[config.mk]
export PLATFORM = sky130hd
export DESIGN_NAME = bip_run_controller
export DESIGN_NICKNAME = d
export VERILOG_FILES = /design/src/rtl/bip_run_controller.sv
export SDC_FILE = /design/constraint.sdc
export NUM_CORES = 1
export LEC_CHECK = 0
export BUFFER_PORTS_ARGS = -buffer_cell sky130_fd_sc_hd__buf_4
export CAP_MARGIN = 10
export CORE_MARGIN = 5
export CORE_UTILIZATION = 30
export DETAILED_ROUTE_END_ITERATION = 12
export GPL_TIMING_DRIVEN = 1
export PLACE_DENSITY = 0.5
export SLEW_MARGIN = 20
export SYNTH_ARGS = -nofsm -noshare
export SYNTH_HDL_FRONTEND = slang
export SYNTH_SLANG_ARGS = --single-unit
export TNS_END_PERCENT = 30
[constraint.sdc]
create_clock -name clk -period 5 [get_ports clk]
set_input_delay 1 -clock clk [delete_from_list [all_inputs] [get_ports clk]]
set_output_delay 1 -clock clk [all_outputs]
set_load 0.05 [all_outputs]
[src/rtl/bip_run_controller.sv]
// bip_run_controller
//   Host-side sequencer for the BIP core. A byte stream from the UART receiver either loads
//   program memory ('L', 16-bit word count, then lo/hi byte pairs) or starts a run ('R').
//   During a run the core is released from reset and its cycles are counted until it halts
//   or the timeout expires. A 7-byte report is then sent to the UART transmitter:
//   status, cnt[7:0], cnt[15:8], cnt[23:16], cnt[31:24], acc[7:0], acc[15:8].
//
// Ports
//   clk          system clock, rising edge
//   rst          asynchronous reset, active low
//   i_rx_data    received byte, qualified by i_rx_valid (1-cycle strobe, no backpressure)
//   o_tx_data    byte to transmit, held from o_tx_start until the transmitter goes idle
//   o_tx_start   1-cycle start pulse to the transmitter
//   i_tx_busy    transmitter busy
//   o_pm_we      program-memory write enable (1-cycle pulse)
//   o_pm_addr    program-memory write address (holds its last value)
//   o_pm_wdata   program-memory write data (holds its last value)
//   o_bip_rst    active-low reset to the BIP core, high only while the core runs
//   i_bip_done   BIP halt flag
//   i_acc        BIP accumulator
//   o_busy       high in every state except IDLE
//   o_dbg_state  current FSM state, for observation only
//
// Handshake: the transmitter sees o_tx_start for exactly one cycle with o_tx_data already
// valid; it raises i_tx_busy the cycle after, and the next byte goes out only once
// i_tx_busy is low again. Receive bytes are never stalled; unexpected ones are dropped.
module bip_run_controller #(
    parameter int unsigned ADDR_W  = 11,
    parameter int unsigned DATA_W  = 16,
    parameter int unsigned CNT_W   = 32,
    parameter int unsigned TIMEOUT = 1048576
) (
    input  logic              clk,
    input  logic              rst,
    input  logic [7:0]        i_rx_data,
    input  logic              i_rx_valid,
    output logic [7:0]        o_tx_data,
    output logic              o_tx_start,
    input  logic              i_tx_busy,
    output logic              o_pm_we,
    output logic [ADDR_W-1:0] o_pm_addr,
    output logic [DATA_W-1:0] o_pm_wdata,
    output logic              o_bip_rst,
    input  logic              i_bip_done,
    input  logic [DATA_W-1:0] i_acc,
    output logic              o_busy,
    output logic [3:0]        o_dbg_state
);

    typedef enum logic [3:0] {
        S_IDLE    = 4'd0,
        S_LEN_LO  = 4'd1,
        S_LEN_HI  = 4'd2,
        S_DATA_LO = 4'd3,
        S_DATA_HI = 4'd4,
        S_PM_WR   = 4'd5,
        S_RUN     = 4'd6,
        S_REPORT  = 4'd7,
        S_TX_WAIT = 4'd8
    } state_t;

    localparam logic [7:0]    CMD_LOAD  = 8'h4C;
    localparam logic [7:0]    CMD_RUN   = 8'h52;
    localparam logic [15:0]   PM_DEPTH  = 16'(2 ** ADDR_W);
    localparam logic [ADDR_W:0] LEN_ONE = (ADDR_W + 1)'(1);
    localparam logic [2:0]    LAST_BYTE = 3'd6;

    state_t              state_q, state_d;
    logic [7:0]          len_lo_q;
    logic [ADDR_W:0]     len_q;
    logic [ADDR_W-1:0]   idx_q;
    logic [7:0]          lo_q;
    logic [ADDR_W-1:0]   pm_addr_q;
    logic [DATA_W-1:0]   pm_wdata_q;
    logic [CNT_W-1:0]    counter_q;
    logic [7:0]          status_q;
    logic [CNT_W-1:0]    cnt_q;
    logic [DATA_W-1:0]   acc_q;
    logic [2:0]          byte_idx_q;
    logic [7:0]          tx_data_q;
    logic                tx_start_q;
    logic                bip_rst_q;

    logic [15:0]         len_word;
    logic [ADDR_W:0]     len_sat;
    logic                last_word;
    logic                run_capture;
    logic                timed_out;
    logic [7:0]          rpt_byte;

    assign len_word    = {i_rx_data, len_lo_q};
    assign len_sat     = (len_word > PM_DEPTH) ? PM_DEPTH[ADDR_W:0] : len_word[ADDR_W:0];
    assign last_word   = ({1'b0, idx_q} == (len_q - LEN_ONE));
    assign timed_out   = (counter_q == CNT_W'(TIMEOUT));
    assign run_capture = (state_q == S_RUN) && (i_bip_done || timed_out);

    always_comb begin
        rpt_byte = status_q;
        case (byte_idx_q)
            3'd0:    rpt_byte = status_q;
            3'd1:    rpt_byte = cnt_q[7:0];
            3'd2:    rpt_byte = cnt_q[15:8];
            3'd3:    rpt_byte = cnt_q[23:16];
            3'd4:    rpt_byte = cnt_q[31:24];
            3'd5:    rpt_byte = acc_q[7:0];
            3'd6:    rpt_byte = acc_q[15:8];
            default: rpt_byte = status_q;
        endcase
    end

    // State register
    always_ff @(posedge clk or negedge rst) begin
        if (!rst) state_q <= S_IDLE;
        else      state_q <= state_d;
    end

    // Next-state logic
    always_comb begin
        state_d = state_q;
        case (state_q)
            S_IDLE: begin
                if (i_rx_valid && i_rx_data == CMD_LOAD)     state_d = S_LEN_LO;
                else if (i_rx_valid && i_rx_data == CMD_RUN) state_d = S_RUN;
            end
            S_LEN_LO:  if (i_rx_valid) state_d = S_LEN_HI;
            S_LEN_HI:  if (i_rx_valid) state_d = (len_word == 16'd0) ? S_IDLE : S_DATA_LO;
            S_DATA_LO: if (i_rx_valid) state_d = S_DATA_HI;
            S_DATA_HI: if (i_rx_valid) state_d = S_PM_WR;
            S_PM_WR:   state_d = last_word ? S_IDLE : S_DATA_LO;
            S_RUN:     if (run_capture) state_d = S_REPORT;
            S_REPORT:  if (!i_tx_busy) state_d = S_TX_WAIT;
            // tx_start_q marks the first TX_WAIT cycle, before the transmitter has reacted.
            S_TX_WAIT: begin
                if (!tx_start_q && !i_tx_busy)
                    state_d = (byte_idx_q == LAST_BYTE) ? S_IDLE : S_REPORT;
            end
            default:   state_d = S_IDLE;
        endcase
    end

    // Outputs
    always_comb begin
        o_pm_we     = (state_q == S_PM_WR);
        o_busy      = (state_q != S_IDLE);
        o_dbg_state = state_q;
        o_pm_addr   = pm_addr_q;
        o_pm_wdata  = pm_wdata_q;
        o_tx_data   = tx_data_q;
        o_tx_start  = tx_start_q;
        o_bip_rst   = bip_rst_q;
    end

    // Datapath registers
    always_ff @(posedge clk or negedge rst) begin
        if (!rst) begin
            len_lo_q   <= '0;
            len_q      <= '0;
            idx_q      <= '0;
            lo_q       <= '0;
            pm_addr_q  <= '0;
            pm_wdata_q <= '0;
            counter_q  <= '0;
            status_q   <= '0;
            cnt_q      <= '0;
            acc_q      <= '0;
            byte_idx_q <= '0;
            tx_data_q  <= '0;
            tx_start_q <= 1'b0;
            bip_rst_q  <= 1'b0;
        end else begin
            tx_start_q <= 1'b0;
            case (state_q)
                S_IDLE: begin
                    if (i_rx_valid && i_rx_data == CMD_RUN) begin
                        counter_q <= '0;
                        bip_rst_q <= 1'b1;
                    end
                end
                S_LEN_LO: if (i_rx_valid) len_lo_q <= i_rx_data;
                S_LEN_HI: begin
                    if (i_rx_valid) begin
                        len_q <= len_sat;
                        idx_q <= '0;
                    end
                end
                S_DATA_LO: if (i_rx_valid) lo_q <= i_rx_data;
                // Address and data are registered here so they are valid during PM_WR
                // and keep their values afterwards.
                S_DATA_HI: begin
                    if (i_rx_valid) begin
                        pm_addr_q  <= idx_q;
                        pm_wdata_q <= DATA_W'({i_rx_data, lo_q});
                    end
                end
                S_PM_WR: if (!last_word) idx_q <= idx_q + ADDR_W'(1);
                S_RUN: begin
                    if (run_capture) begin
                        status_q   <= i_bip_done ? 8'h00 : 8'hFF;
                        cnt_q      <= counter_q;
                        acc_q      <= i_acc;
                        bip_rst_q  <= 1'b0;
                        byte_idx_q <= '0;
                    end else begin
                        counter_q <= counter_q + CNT_W'(1);
                    end
                end
                S_REPORT: begin
                    if (!i_tx_busy) begin
                        tx_data_q  <= rpt_byte;
                        tx_start_q <= 1'b1;
                    end
                end
                S_TX_WAIT: begin
                    if (!tx_start_q && !i_tx_busy && byte_idx_q != LAST_BYTE)
                        byte_idx_q <= byte_idx_q + 3'd1;
                end
                default: ;
            endcase
        end
    end

endmodule

== Yosys cells after proc, flatten, opt, wreduce, memory -nomap -nowiden ==
Cells that the tools add are included.

* Add/subtract/negate cells: 4
* Multiplexer cells: 30
* Bitwise operators: 1
* Eq/ne operators: 31
* Reductions and logical operators: 25
* $lt $le $gt $ge: 1

{| class="wikitable"
|+ Operators by type and width
! operator !! count
|-
| two-way mux 32 bit || 2
|-
| case mux 32 bit (2 select lines) || 1
|-
| case mux 8 bit (6 select lines) || 1
|-
| two-way mux 4 bit || 9
|-
| case mux 4 bit (9 select lines) || 1
|-
| adder 32 x 1 -> 32 bit, second input constant || 1
|-
| == test 32 x 21 -> 1 bit, second input constant || 1
|-
| two-way mux 11 bit || 2
|-
| inequality test 2 bit, second input constant || 11
|-
| case mux 11 bit (2 select lines) || 1
|-
| == test 4 x 3 -> 1 bit, second input constant || 4
|-
| == test 8 x 7 -> 1 bit, second input constant || 2
|-
| greater-than comparator 16 x 12 -> 1 bit, second input constant || 1
|-
| logical NOT 16 bit || 1
|-
| == test 11 x 12 -> 1 bit || 1
|-
| two-way mux 12 bit || 1
|-
| AND reduction 2 bit || 6
|-
| AND reduction 3 bit || 4
|-
| subtractor 12 x 1 -> 12 bit, second input constant || 1
|-
| adder 11 x 1 -> 11 bit, second input constant || 1
|-
| == test 3 bit, second input constant || 3
|-
| two-way mux 3 bit || 3
|-
| == test 4 x 2 -> 1 bit, second input constant || 2
|-
| two-way mux 8 bit || 1
|-
| 18 further kinds || 31
|}

* Output and inout bits: 43
* Logic and storage cells: 107
* Bits in registers: 171
* Bits of input ports: 29

== Longest topological paths before layout ==
* Depth after elaboration: 5
* Depth in mapped cells: 12

== Worst setup path after synthesis ==
Ideal clock, no wire load.

* Path kind: register to register
* Start: register state_q[2] (netlist: o_dbg_state[2])
* End: register idx_q[6]
* Cell stages (with the launch flop): 9
* Path slack: 1,579 ps
* Arrival: 3,347 ps
* Period minus slack after synthesis: 3,421 ps
* Library setup time: 75 ps
* Required time: 4,925 ps
* Path buffers: 1
* Path through: dfrtp_1 nand2b_1 nor3_1 o311a_1 a41o_1 a21oi_2 buf_6 or3_1 a21oi_2

* Cells in the longest elaborated chain, start to end: 3

{| class="wikitable"
|+ RTL lines
! item !! line !! text
|-
| from (decl) || 68 || <nowiki>state_t state_q, state_d;</nowiki>
|-
| from (signal assigned) || 114 || <nowiki>else state_q <= state_d;</nowiki>
|-
| == test 4 x 3 -> 1 bit * || -- ||
|-
| net o_pm_we || 40 || <nowiki>output logic o_pm_we,</nowiki>
|-
| inequality test 2 bit (no source line) or nonzero test 2 bit (tied branches) || -- ||
|-
| AND reduction 3 bit (no source line) || -- ||
|-
| to (signal assigned) || 195 || <nowiki>S_PM_WR: if (!last_word) idx_q <= idx_q + ADDR_W'(1);</nowiki>
|-
| to (decl) || 71 || <nowiki>logic [ADDR_W-1:0] idx_q;</nowiki>
|}

Mark *: on every way through the listed nets, which the timed path passes. The rest lies on a longest branch.
A chain may end at the register's enable or synchronous reset.

== Worst setup path after layout ==
* Start: register state_q[3] (netlist: o_dbg_state[3])
* End: output o_pm_we

* Cells in the longest elaborated chain, start to end: 1

{| class="wikitable"
|+ RTL lines
! item !! line !! text
|-
| == test 4 x 3 -> 1 bit || 143 || <nowiki>o_pm_we = (state_q == S_PM_WR);</nowiki>
|-
| to (decl) || 40 ||
|}

No other way between the ends.

==> impl_results.md <==
* Post-synthesis mux area share at 0.0797
* CTS buffer count at 17
* Fmax at between 0.3 and 0.4 GHz
* Die X at 172 um
* Tot GR Track Use at 0.145
* Number of library cell types mapped by synthesis at 60
* CTS tree: done
* Root Buffer: clkbuf_16
* PortBufs at between 70 and 80
* Die area at ~0.03 sq mm
* Xor/xnor cell area share of the yosys netlist at 0.0410
* Number of synthesized flops with an enable pin at 0
* Crit path DAT at 2.30 ns
* Met2 WL at 9660 um
* Fin. Hold Viols at 0
* Area Overhead vs Synth at 18.7%
* DR top layer: met4
* Reg2Reg Setup Slack at 1.89 ns
* Switching power at 2430 uW
* Grt ovf at 0
* Nature of the critical path endpoint: output port
* Peak VDD IR at ~0.00037 V
* Worst skew pair latency at 0.43 ns
* Async SR Flop Fraction at 1.00
* Synth Area in Adders at 0.0142
* Starting Density at 0.305
* Antenna violations before repair at 0
* Max Cap Viol at 0
* Avg Cell Area, Syn at 9.94 sq um
* First-pass DRT Iterations at 5
* Worst Tran Pin Value at 0.883 ns
* Leakage power at between 0.004 and 0.005 uW
* Dpl hpwl at 14400 um
* Max Buffers Root-to-Sink at 2
* Core area at about 0.026 sq mm
* GPL Wtd Cong at between 0.8 and 0.9
* Fin area at between 0.009 and 0.01 sq mm
* Clock sink count at 164
* Post-synthesis simple-gate area fraction at 0.215
* Type of the worst setup path: reg2out
* Largest net degree at the start of global routing at 107
* Clock share of power at 0.237
* CP required at 4.00 ns
* Via count at 6030
* Startpoint types: register
* FF+latch count, synth at 164
* Placed Area at just under 0.009 sq mm
* Synth Area in Compound Gates at 0.0995
* Std-Cell Rows at 59
* Drt wl/cell at 17.2 um
* Setup TNS at 0 ns
* Clock Skew at 0.0143 ns
* First DRT Iteration DRCs at 540
* Final wirelength at a little over 20000 um
* Post-CTS Hold Buffers at 0
* Largest family of logic cells by synthesized area: simple AND/OR/NAND/NOR gates
* Cell area power density at 606 mW/mm^2
* Period utilization at 0.660
* CTS clk-pin slew, worst paths at approximately 0.07 ns
* Die height at 172 um
* Post-route ant nets at 0
* Metal3 WL at 766 um
* Number of global-route vias before repair at 6046
* Seq/Total Area, Yosys at 0.519
* Post-Syn Nets at 834
* RSZ-0062 raised after global routing: no
* Met1 Wirelength at 10000 um
* Share of power burned in registers at 0.362
* Synth Cell Area at 0.00791 sq mm
* Synthesized netlist cell count at around 800
* Switch share at 0.427
* Status: finished, final reports clean
* Ports at 72
* Final-report setup violation count at 0
* Hold Path Class: reg2reg
* H-tree levels at 4
* Logic gate share of total power at 0.401
* DRC errors left at 0
* Worst-path maximum fanout at 13
* Worst slew margin at 0.407
* Synth Flop Type: dfrtp_1
* Post-CTS setup buffers at 0
* Vias per inst at 5.01
* Share of cells above drive strength 1 at 0.212
* First-pass GRT wire length at 34100 um
* Final layout net count at 894
* Post-route minimum period at 3.30 ns
* P_int at 3260 uW
* Synth warn at 0
* PostCTS Resize Cnt at 0
* Max-slew violation count at 0
* Antenna Cells at 0
layout make-up:
class,instances,area (sq um)
Sequential cell,164,4100
Multi-Input combinational cell,574,3570
Tap cell,335,419
Clock buffer,17,425
Fill cell,2660,16600
Inverter,19,71.3
Timing Repair Buffer,80,619
Clock inverter,15,179
critical path: stages (launching register included):
cell and delay [ns]:
dfrtp_1 0.53, nand2b_1 0.29, nor3_1 0.72, buf_4 0.33
placed cells by master (no fill, tap or decap), types with 6 or more instances in the layout:
cell,n
nor2_1,64
a21oi_1,17
xnor2_1,22
a22o_1,11
or4_1,8
nor3_1,11
clkbuf_16,17
o211ai_1,7
inv_1,19
nand3_1,21
o21ai_0,21
dfrtp_1,164
buf_4,78
xor2_1,15
inv_8,6
or3_1,13
nor4_1,7
nand2_1,174
mux2_2,56
nand4_1,23
ha_1,9
a222oi_1,8
o21a_1,6
power by group through the flow:
stage	logic [uW]	registers [uW]	clock network, uW
final	2280	2060	1350
after global routing	2500	2130	1450
after CTS	2300	2070	1390
after detailed placement	2300	2090	0
after global placement	2290	2090	0
after floorplan	1230	2470	0
logic make-up (layout without fill, tap and decap cells):
kind of cell / Yosys count / count (layout)
adders and majority gates: 9 / 9
xor gates and xnor gates: 37 / 37
muxes: 56 / 56
DFF: 164 / 164
and+or+nand+nor: 362 / 362
buffers and inverters: 58 / 131
AOI/OAI and AO/OA: 110 / 110
worst paths after layout:
path	startpoint	to	cells past startpoint
min in group asynchronous	rst	o_pm_addr[8]	1
worst min-delay path	acc_q[11]	acc_q[11]	2
worst max-delay path	o_dbg_state[3]	o_pm_we	3
worst max register to register	len_q[0]	o_dbg_state[0]	9
worst min register to register	acc_q[11]	acc_q[11]	2
max in group asynchronous	rst	o_dbg_state[2]	2
state kept, by name (all words and copies together) (netlist names):
signal / flops
o_bip_rst: 1
o_pm_addr: 11
status_q: 1
len_q: 12
acc_q: 16
idx_q: 11
o_tx_start: 1
lo_q: 8
counter_q: 32
o_tx_data: 8
len_lo_q: 8
byte_idx_q: 3
o_pm_wdata: 16
cnt_q: 32
o_dbg_state: 4
through the flow:
stage	setup WS (ns)	hold WS [ns]	std cells	utilization	total power [uW]
after global placement	1.42	0.457	1172	0.338	4380
final	1.70	0.476	1204	0.361	5690
after floorplan	1.58	0.440	796	-	3710
after CTS	1.60	0.482	1204	0.361	5760
after detailed placement	1.34	0.460	1172	0.338	4390
after global routing	1.52	0.499	1204	0.361	6070
routing by layer:
metal  vias to the layer above  global-route usage
met1                      2968               0.207
met2                       106               0.227
met5                         -                   0
met3                        21              0.0270
li1                       2935                   -
met4                         0              0.0342
cell usage after synthesis (8+ instances only):
| cell type | number | share of area |
|---|---|---|
| xnor2_1 | 22 | 0.024 |
| or3_1 | 13 | 0.010 |
| nor3_1 | 12 | 0.0076 |
| dfrtp_1 | 164 | 0.52 |
| nor2_1 | 64 | 0.030 |
| inv_1 | 19 | 0.0090 |
| nand4_1 | 23 | 0.018 |
| or4_1 | 8 | 0.0076 |
| nand3_1 | 21 | 0.013 |
| o21ai_0 | 21 | 0.013 |
| a22o_1 | 11 | 0.012 |
| a222oi_1 | 8 | 0.010 |
| a21oi_1 | 17 | 0.011 |
| mux2_2 | 56 | 0.080 |
| clkbuf_1 | 27 | 0.013 |
| ha_1 | 9 | 0.014 |
| nand2_1 | 174 | 0.083 |
| xor2_1 | 15 | 0.017 |
| nor4_1 | 8 | 0.0063 |
(Power assumes the default switching activity.)
